[src/rtl/anti_replay_pkg.sv]
// Shared definitions for the anti-replay filter: register map offsets,
// STATUS bit positions and CTRL bit positions.
package anti_replay_pkg;

    // Register byte offsets (word aligned)
    localparam logic [4:0] ADDR_LAST_COUNTER  = 5'h00;
    localparam logic [4:0] ADDR_CHECK_COUNTER = 5'h04;
    localparam logic [4:0] ADDR_CHECK_NONCE   = 5'h08;
    localparam logic [4:0] ADDR_VALIDATE      = 5'h0C;
    localparam logic [4:0] ADDR_STATUS        = 5'h10;
    localparam logic [4:0] ADDR_CACHE_SIZE    = 5'h14;
    localparam logic [4:0] ADDR_CTRL          = 5'h18;
    localparam logic [4:0] ADDR_REJECT_COUNT  = 5'h1C;

    // STATUS bit positions
    localparam int STATUS_VALID       = 0;
    localparam int STATUS_REPLAY      = 1;
    localparam int STATUS_BAD_COUNTER = 2;
    localparam int STATUS_BAD_NONCE   = 3;

    // CTRL bit positions
    localparam int CTRL_CLEAR_CACHE = 0;
    localparam int CTRL_CLEAR_STATE = 1;

endpackage

[src/rtl/nonce_cache.sv]
// Recent-nonce cache: DEPTH x 32-bit entries with valid bits, a parallel
// match against one lookup nonce, FIFO insertion and an occupancy count.
module nonce_cache #(
    parameter int DEPTH = 16
) (
    input  logic                     clk,
    input  logic                     rst,
    input  logic                     clear,
    input  logic                     insert,
    input  logic [31:0]              insert_nonce,
    input  logic [31:0]              lookup_nonce,
    output logic                     match,
    output logic [$clog2(DEPTH):0]   count
);

    localparam int PTR_W = $clog2(DEPTH);
    localparam logic [PTR_W:0] FULL_COUNT = (PTR_W + 1)'(DEPTH);

    logic [31:0]      entries [DEPTH];
    logic [DEPTH-1:0] valid;
    logic [PTR_W-1:0] wr_ptr;

    // Valid bits, write pointer and occupancy; the pointer wraps naturally
    // because DEPTH is a power of two, so a full cache overwrites the oldest.
    always_ff @(posedge clk) begin
        if (rst || clear) begin
            valid  <= '0;
            wr_ptr <= '0;
            count  <= '0;
        end else if (insert) begin
            valid[wr_ptr] <= 1'b1;
            wr_ptr        <= wr_ptr + PTR_W'(1);
            if (count != FULL_COUNT) begin
                count <= count + (PTR_W + 1)'(1);
            end
        end
    end

    // Entry storage needs no reset since every read is qualified by valid.
    always_ff @(posedge clk) begin
        if (insert && !rst && !clear) begin
            entries[wr_ptr] <= insert_nonce;
        end
    end

    // Single-cycle compare of the lookup nonce against every valid entry.
    always_comb begin
        match = 1'b0;
        for (int i = 0; i < DEPTH; i++) begin
            if (valid[i] && (entries[i] == lookup_nonce)) begin
                match = 1'b1;
            end
        end
    end

endmodule

[src/rtl/anti_replay_filter.sv]
// Memory-mapped anti-replay checker. A packet is accepted only when its
// counter exceeds the last accepted counter and its nonce is not in the
// recent-nonce cache. Optional feature macro: ANTI_REPLAY_STATS_EN adds a
// saturating REJECT_COUNT register at offset 0x1C.
import anti_replay_pkg::*;

module anti_replay_filter #(
    parameter int CACHE_DEPTH = 16
) (
    input  logic        clk,
    input  logic        rst,
    input  logic [4:0]  addr,
    input  logic        we,
    input  logic [31:0] wdata,
    output logic [31:0] rdata
);

    localparam int CNT_W = $clog2(CACHE_DEPTH) + 1;

    logic [31:0]      last_counter;
    logic [31:0]      check_counter;
    logic [31:0]      check_nonce;
    logic [3:0]       status_reg;
    logic [3:0]       status_next;
    logic             cache_match;
    logic [CNT_W-1:0] cache_count;

    logic validate_fire;
    logic clear_cache;
    logic clear_state;
    logic counter_ok;
    logic nonce_ok;
    logic accept;

    assign validate_fire = we && (addr == ADDR_VALIDATE) && wdata[0];
    assign clear_cache   = we && (addr == ADDR_CTRL) && wdata[CTRL_CLEAR_CACHE];
    assign clear_state   = we && (addr == ADDR_CTRL) && wdata[CTRL_CLEAR_STATE];
    assign counter_ok    = check_counter > last_counter;
    assign nonce_ok      = !cache_match;
    assign accept        = validate_fire && counter_ok && nonce_ok;

    nonce_cache #(
        .DEPTH(CACHE_DEPTH)
    ) u_cache (
        .clk         (clk),
        .rst         (rst),
        .clear       (clear_cache),
        .insert      (accept),
        .insert_nonce(check_nonce),
        .lookup_nonce(check_nonce),
        .match       (cache_match),
        .count       (cache_count)
    );

    // Status a validation would produce this cycle; rejects flag REPLAY plus each failed check.
    always_comb begin
        status_next = '0;
        if (counter_ok && nonce_ok) begin
            status_next[STATUS_VALID] = 1'b1;
        end else begin
            status_next[STATUS_REPLAY]      = 1'b1;
            status_next[STATUS_BAD_COUNTER] = !counter_ok;
            status_next[STATUS_BAD_NONCE]   = !nonce_ok;
        end
    end

    // Last accepted counter and status; only one register write can occur per cycle.
    always_ff @(posedge clk) begin
        if (rst || clear_state) begin
            last_counter <= '0;
            status_reg   <= '0;
        end else if (we && (addr == ADDR_LAST_COUNTER)) begin
            last_counter <= wdata;
        end else if (validate_fire) begin
            status_reg <= status_next;
            if (accept) begin
                last_counter <= check_counter;
            end
        end
    end

    // Candidate counter and nonce registers written by firmware.
    always_ff @(posedge clk) begin
        if (rst) begin
            check_counter <= '0;
            check_nonce   <= '0;
        end else if (we) begin
            if (addr == ADDR_CHECK_COUNTER) check_counter <= wdata;
            if (addr == ADDR_CHECK_NONCE)   check_nonce   <= wdata;
        end
    end

`ifdef ANTI_REPLAY_STATS_EN
    logic [31:0] reject_count;
    logic        reject;

    assign reject = validate_fire && !(counter_ok && nonce_ok);

    // Saturating count of failed validations.
    always_ff @(posedge clk) begin
        if (rst || clear_state) begin
            reject_count <= '0;
        end else if (reject && (reject_count != '1)) begin
            reject_count <= reject_count + 32'd1;
        end
    end
`endif

    // Combinational register read; write-only, unmapped and unaligned offsets read 0.
    always_comb begin
        rdata = '0;
        case (addr)
            ADDR_LAST_COUNTER:  rdata = last_counter;
            ADDR_CHECK_COUNTER: rdata = check_counter;
            ADDR_CHECK_NONCE:   rdata = check_nonce;
            ADDR_STATUS:        rdata = {28'b0, status_reg};
            ADDR_CACHE_SIZE:    rdata = 32'(cache_count);
`ifdef ANTI_REPLAY_STATS_EN
            ADDR_REJECT_COUNT:  rdata = reject_count;
`else
            ADDR_REJECT_COUNT:  rdata = '0;
`endif
            default:            rdata = '0;
        endcase
    end

endmodule

[config.mk]
export PLATFORM = sky130hd
export DESIGN_NAME = anti_replay_filter
export DESIGN_NICKNAME = d
export VERILOG_FILES = /design/src/rtl/anti_replay_pkg.sv /design/src/rtl/nonce_cache.sv /design/src/rtl/anti_replay_filter.sv
export SDC_FILE = /design/constraint.sdc
export NUM_CORES = 1
export LEC_CHECK = 0
export ABC_AREA = 1
export CORE_ASPECT_RATIO = 0.7
export CORE_MARGIN = 2
export CORE_UTILIZATION = 60
export CTS_BUF_LIST = sky130_fd_sc_hd__clkbuf_4 sky130_fd_sc_hd__clkbuf_8
export DETAILED_ROUTE_END_ITERATION = 6
export PLACE_DENSITY = 0.78
export SLEW_MARGIN = 40
export SYNTH_ARGS = -nofsm -noshare
export SYNTH_HDL_FRONTEND = slang
export SYNTH_HIERARCHICAL = 1
export SYNTH_SLANG_ARGS = --single-unit
[constraint.sdc]
create_clock -name clk -period 6.2 [get_ports clk]
set_input_delay 1.86 -clock clk [delete_from_list [all_inputs] [get_ports clk]]
set_output_delay 1.86 -clock clk [all_outputs]
set_load 0.02 [all_outputs]
======== Word level (Yosys, flattened, before mapping) ========
Memory sizes are Yosys's and may differ from the RTL's.
Index checks and enable logic that the tools add are counted.
cells by class
  add/subtract/negate cells ............... 2
  multiply operators ...................... 0
  divide/modulo/power cells ............... 0
  magnitude comparators ................... 3
  equality and inequality tests ........... 23
  shifts and indexed selects .............. 0
  mux-type cells .......................... 26
  bitwise gates (word level) .............. 2
  reductions and logical operators ........ 42
operators with widths
  operator                                                           number
  equality test 32 bit                                               16
  one-hot mux 32 bit (5 select lines)                                1
  two-way mux 32 bit                                                 3
  > comparator 32 bit                                                1
  logical AND 1 bit                                                  28
  two-way mux 1 bit                                                  20
  bitwise OR 16 bit                                                  1
  equality test 5 bit, second input constant                         3
  equality test 5 x 4 -> 1 bit, second input constant                2
  AND reduction 2 bit                                                5
  adder 5 x 1 -> 5 bit, second input constant                        1
  equality test 5 x 3 -> 1 bit, second input constant                1
  zero test 5 bit                                                    1
  less-than comparator 4 x 5 -> 1 bit, second input constant         1
  != test 5 bit, second input constant                               1
  adder 4 x 1 -> 4 bit, second input constant                        1
  demux 1 bit (select 4 bit)                                         1
  greater-or-equal comparator 4 x 1 -> 1 bit, second input constant  1
  zero test 1 bit                                                    4
  nonzero test 2 bit                                                 2
  two-way mux 3 bit                                                  1
  logical OR 1 bit                                                   2
  inverter 1 bit                                                     1
storage, ports and cells
  bits in registers ....................... 125
  latch bits .............................. 0
  RAM bits ................................ 512
  bits in read-only memories .............. 0
  input bits .............................. 40
  output and inout bits ................... 32
  memories kept ........................... 1
memory list
  memory           words  width  rd ports  clocked after Yosys merged registers in  wr ports  line               source
  u_cache.entries  16     32     16        0                                        1         nonce_cache.sv:19  logic [31:0] entries [DEPTH];

======== Depth between registers and ports, before layout ========
  depth after elaboration ................. 24
  mapped depth ............................ 26
  gate-level depth less buffers ........... 22

======== Cells and area by module ========
The synthesis kept the hierarchy.
by module, submodules not included
  module              instances  cells each  area each (um^2)  seq. area each (um^2)
  nonce_cache         1          2412        24400.9           15875.2
  anti_replay_filter  1          791         5491.5            2001.9

======== Worst setup path after synthesis ========
Ideal clock, no wire load.
  kind .................................... input to register
  start ................................... input we
  end ..................................... memory u_cache.entries[0][0] (enable)
  library setup time ...................... 421 ps
  arrival ................................. 4832 ps
  required time ........................... 5779 ps
  slack ................................... 947 ps
  stages on the path ...................... 13
  buffers on the path ..................... 3
  cell sequence ........................... buf_4 -> nand2_1 -> nor3_2 -> inv_1 -> nor2_2 -> nand3_1 -> buf_4 -> buf_6 -> inv_1 -> inv_1 -> nor2_1 -> nand2_1 -> nor2_1
on the way
  word-level cells in the longest chain between the ends .. 8
  elaborated cells on any way between the ends .. 11
  classes of those cells .................. mux (2); reduce/logical (9)
RTL lines
  element                                  line                      source
  start, declared                          anti_replay_filter.sv:13  input logic we,
  logical AND 1 bit (2 in series)          anti_replay_filter.sv:35  assign validate_fire = we && (addr == ADDR_VALIDATE) && wdata[0];
  logical AND 1 bit (2 in series)          anti_replay_filter.sv:40  assign accept = validate_fire && counter_ok && nonce_ok;
  via accept                               anti_replay_filter.sv:33  logic accept;
  logical AND 1 bit (2 in series)          nonce_cache.sv:41         if (insert && !rst && !clear) begin
  two-way mux 1 bit                        nonce_cache.sv:41
  two-way mux 1 bit (implied by the code)  nonce_cache.sv:42         entries[wr_ptr] <= insert_nonce;
  end, declared                            nonce_cache.sv:19
The timed path passes the listed nets, and every way through them passes these cells.

======== Final worst setup path ========
  start ................................... input addr[1]
  end ..................................... output rdata[13]
on the way
  word-level cells in the longest chain between the ends .. 2
  elaborated cells on any way between the ends .. 6
  classes of those cells .................. eq/ne (4); mux (1); reduce/logical (1)
RTL lines
  element                                      line                       source
  start, declared                              anti_replay_filter.sv:12   input logic [4:0] addr,
  equality test 5 bit (tied with other cells)  anti_replay_filter.sv:112  case (addr)
  one-hot mux 32 bit (5 select lines) (*)      anti_replay_filter.sv:112
  end, declared                                anti_replay_filter.sv:15   output logic [31:0] rdata
Mark *: on every way between the ends. The rest lies on a longest branch, timed or not.

==> metrics.csv <==
stage;metric;value;unit
cells_and_area;Final #Nets;3392;
timing;setup TNS;0;ns
floorplanning;Cell Rows;68;
synthesis;top cells by area, synth;edfxtp_1 (51%), nand2_1 (12%), dfxtp_1 (8.4%), inv_1 (4.4%), o21ai_0 (4.4%);
clock_tree;clock-pin slew on the worst setup and hold paths;0.07;ns
clock_tree;Num CTS Buffers;93;
synthesis;Synth Net Count;3281;
placement;dpl hpwl;54300;um
drt;routed wire length;90100;um
critical_path;Worst EP required;4.34;ns
clock_tree;clock buffer depth;3;
timing;f_max;166;MHz
drt;Pre-antenna DRT Iters;7;
critical_path;R2R depth;19;
synthesis;Most used DFF post-synth;edfxtp_1;
floorplanning;core area;49300;um^2
global_route;number of global-route vias before repair;22000;
clock_tree;post-CTS resize count;0;
worst_hold_path;min-delay worst type;flop to flop;
cells_and_area;Finished Layout Cells;4062;
pwr;power density over the cells;250;nW/um^2
timing;Worst-Margin Slew;0.978;ns
clock_tree;clk_lat worst skew;0.69;ns
global_route;initial antenna violation count;4;
cells_and_area;commonest non-fill, non-tap cells in the layout;nand2_1 (921), edfxtp_1 (512), inv_1 (346), nor2_1 (313), o21ai_0 (260);
critical_path;RR Endpoint;u_cache/entries[4][26];
placement;Inst Count DP;3884;
synthesis;post-synthesis cell type count;39;
placement;Placer Congestion;0.935;
timing;clk_skew;0.0337;ns
drt;DR DRC count;2;
pwr;worst ir drop on vdd;0.159;mV
cells_and_area;most common cell after layout, fill and taps aside;nand2_1;
synthesis;Post-Synthesis Cell Area;29900;um^2
global_route;largest net degree at the start of global routing;67;
critical_path;CP Capture Type;output port;
placement;IO buf count;71;
synthesis;Cells after Synth;3203;
critical_path;worst-path maximum fanout;26;
cells_and_area;final cell utilization of the core;0.676;
synthesis;Post-synth ARST share;0;
clock_tree;Hold Buf Count CTS;0;
run_status;failing checks;design-rule violations;
drt;Wirelength per Cell;22.2;um
drt;Via density;5.83;
pwr;P_leak;0.0135;uW
global_route;Congestion Overflow GR;0;
global_route;total track usage;0.346;
timing;min cycle time layout;6.04;ns
synthesis;Post-Syn Area per Cell;9.33;um^2
floorplanning;DIE WIDTH;271;um
pwr;combinational power share;0.030;
cells_and_area;Biggest register;u_cache/entries;
synthesis;synthesis-stage register bit count;637;
run_status;outcome;finished with violations;
pwr;sw power;1810;uW
cells_and_area;Syn-to-layout area delta;11.4;%
pwr;Design Power;8310;uW
clock_tree;CTS tree;done;
timing;unrepaired setup endpoints after global routing;no;
timing;WHS;0.464;ns
cells_and_area;fraction of layout cells with a size suffix above 1;0.0837;
drt;via count;23700;
pwr;sequential power share;0.552;
floorplanning;die area;51600;um^2
worst_hold_path;worst hold path depth;2;
flow_run;number of max-cap violations;0;
drt;initial DRC count;3628;
timing;Max Slew Vio Count;0;
critical_path;critical path type;primary input to output port;
synthesis;Synth area leader;edfxtp_1;
timing;Final Cycle Share;0.974;
critical_path;R2R setup slack;1.41;ns
cells_and_area;max FFs per register;512;
cells_and_area;Fill cells;3638;
floorplanning;starting density of the core;0.607;
floorplanning;chip height;191;um
critical_path;Worst EP arrival;4.18;ns
timing;# setup viols final;0;
pwr;Pint;6500;uW
global_route;first-pass GRT wire length;132000;um
timing;max_slew headroom;0.348;
synthesis;Yosys top cell area share;0.514;
clock_tree;htree depth;3;
critical_path;RR Startpoint;check_nonce[21];
timing;Final Hold Vio Count;0;
clock_tree;setup bufs post-CTS;0;
worst_hold_path;Hold Path Sink;u_cache/valid[9];
floorplanning;IO Pins;72;
clock_tree;clk sinks;637;
critical_path;crit start category;primary input;
synthesis;number of flops mapped to enable cells by yosys;512;
synthesis;sequential area share after synthesis;0.598;
drt;Antenna Nets Post-Route;0;
worst_hold_path;Hold Startpoint;u_cache/valid[9];
pwr;clock share of power;0.419;
clock_tree;CTS Root Cell;clkbuf_8;
synthesis;Ys Warns;6;
pwr;switching portion of total power;0.218;
[worst max-delay path, cell delays in order]
cell             delay, ns
clkdlybuf4s50_1       0.42
nor2_2                0.19
nand2_2               0.11
nor3_2                0.33
inv_2                 0.32
o221ai_1              0.28
clkdlybuf4s50_1       0.67
[synthesized netlist by cell type (24+ instances only)]
cell type	instances
nor3_1	33
inv_1	348
nor2_1	329
nand2_1	923
a21oi_1	128
buf_2	51
xor2_1	88
clkbuf_1	34
o21ai_1	26
o21ai_0	260
ha_1	38
nand3_1	85
xnor2_1	71
edfxtp_1	512
dfxtp_1	125
buf_4	24
o221ai_1	28
[cells by family after synthesis]
kind of cell / count (synthesis) / share of synthesized area
adders and majority gates: 38 / 0.0159
xor gates and xnor gates: 159 / 0.0466
DFF: 637 / 0.598
and+or+nand+nor: 1397 / 0.184
AOI/OAI and AO/OA: 477 / 0.0858
buffers and inverters: 495 / 0.0700
[power by group through the flow]
stage / logic, uW / registers (uW) / clock network [uW]
detailed placement: 236 / 4670 / 0
global placement: 230 / 4670 / 0
CTS: 237 / 4580 / 3490
floorplan: 125 / 4680 / 0
finish: 246 / 4580 / 3480
global route: 261 / 4580 / 3670
[area by class of cell]
| type | count | area, um^2 | area share |
|---|---|---|---|
| Sequential cell | 637 | 17900 | 0.537 |
| Clock inverter | 32 | 203 | 0.00609 |
| Timing Repair Buffer | 142 | 1240 | 0.0374 |
| Antenna cell | 5 | 12.5 | 0.000376 |
| Inverter | 369 | 1390 | 0.0417 |
| Tap cell | 665 | 832 | 0.0250 |
| Multi-Input combinational cell | 2071 | 10000 | 0.301 |
| Clock buffer | 141 | 1720 | 0.0515 |
[worst max-delay path by stage]
stage | slack, ns | depth (start not counted) | endpoint | from
6_report | 0.16 | 7 | rdata[13] | addr[1]
5_1_grt | 0.07 | 7 | rdata[29] | addr[1]
4_1_cts | 0.20 | 7 | rdata[29] | addr[1]
3_5_place_dp | 0.22 | 7 | rdata[29] | addr[1]
3_3_place_gp | 0.21 | 7 | rdata[29] | addr[1]
2_1_floorplan | 0.95 | 13 | u_cache/entries[0][0] | we
[metal layers]
layer | vias up | part of all wire | track usage
li1 | 10700 | - | -
met5 | - | 0 | 0
met1 | 10900 | 0.37 | 0.469
met4 | 0 | 0.045 | 0.138
met3 | 310 | 0.14 | 0.0913
met2 | 1792 | 0.44 | 0.535
[stage by stage]
| stage | setup slack [ns] | cell area, um^2 |
|---|---|---|
| floorplan | 0.947 | 29900 |
| global placement | 0.207 | 31400 |
| detailed placement | 0.219 | 31400 |
| CTS | 0.202 | 33300 |
| global route | 0.0706 | 33300 |
| finish | 0.164 | 33300 |
No activity file was read; power rests on OpenSTA's default activity.
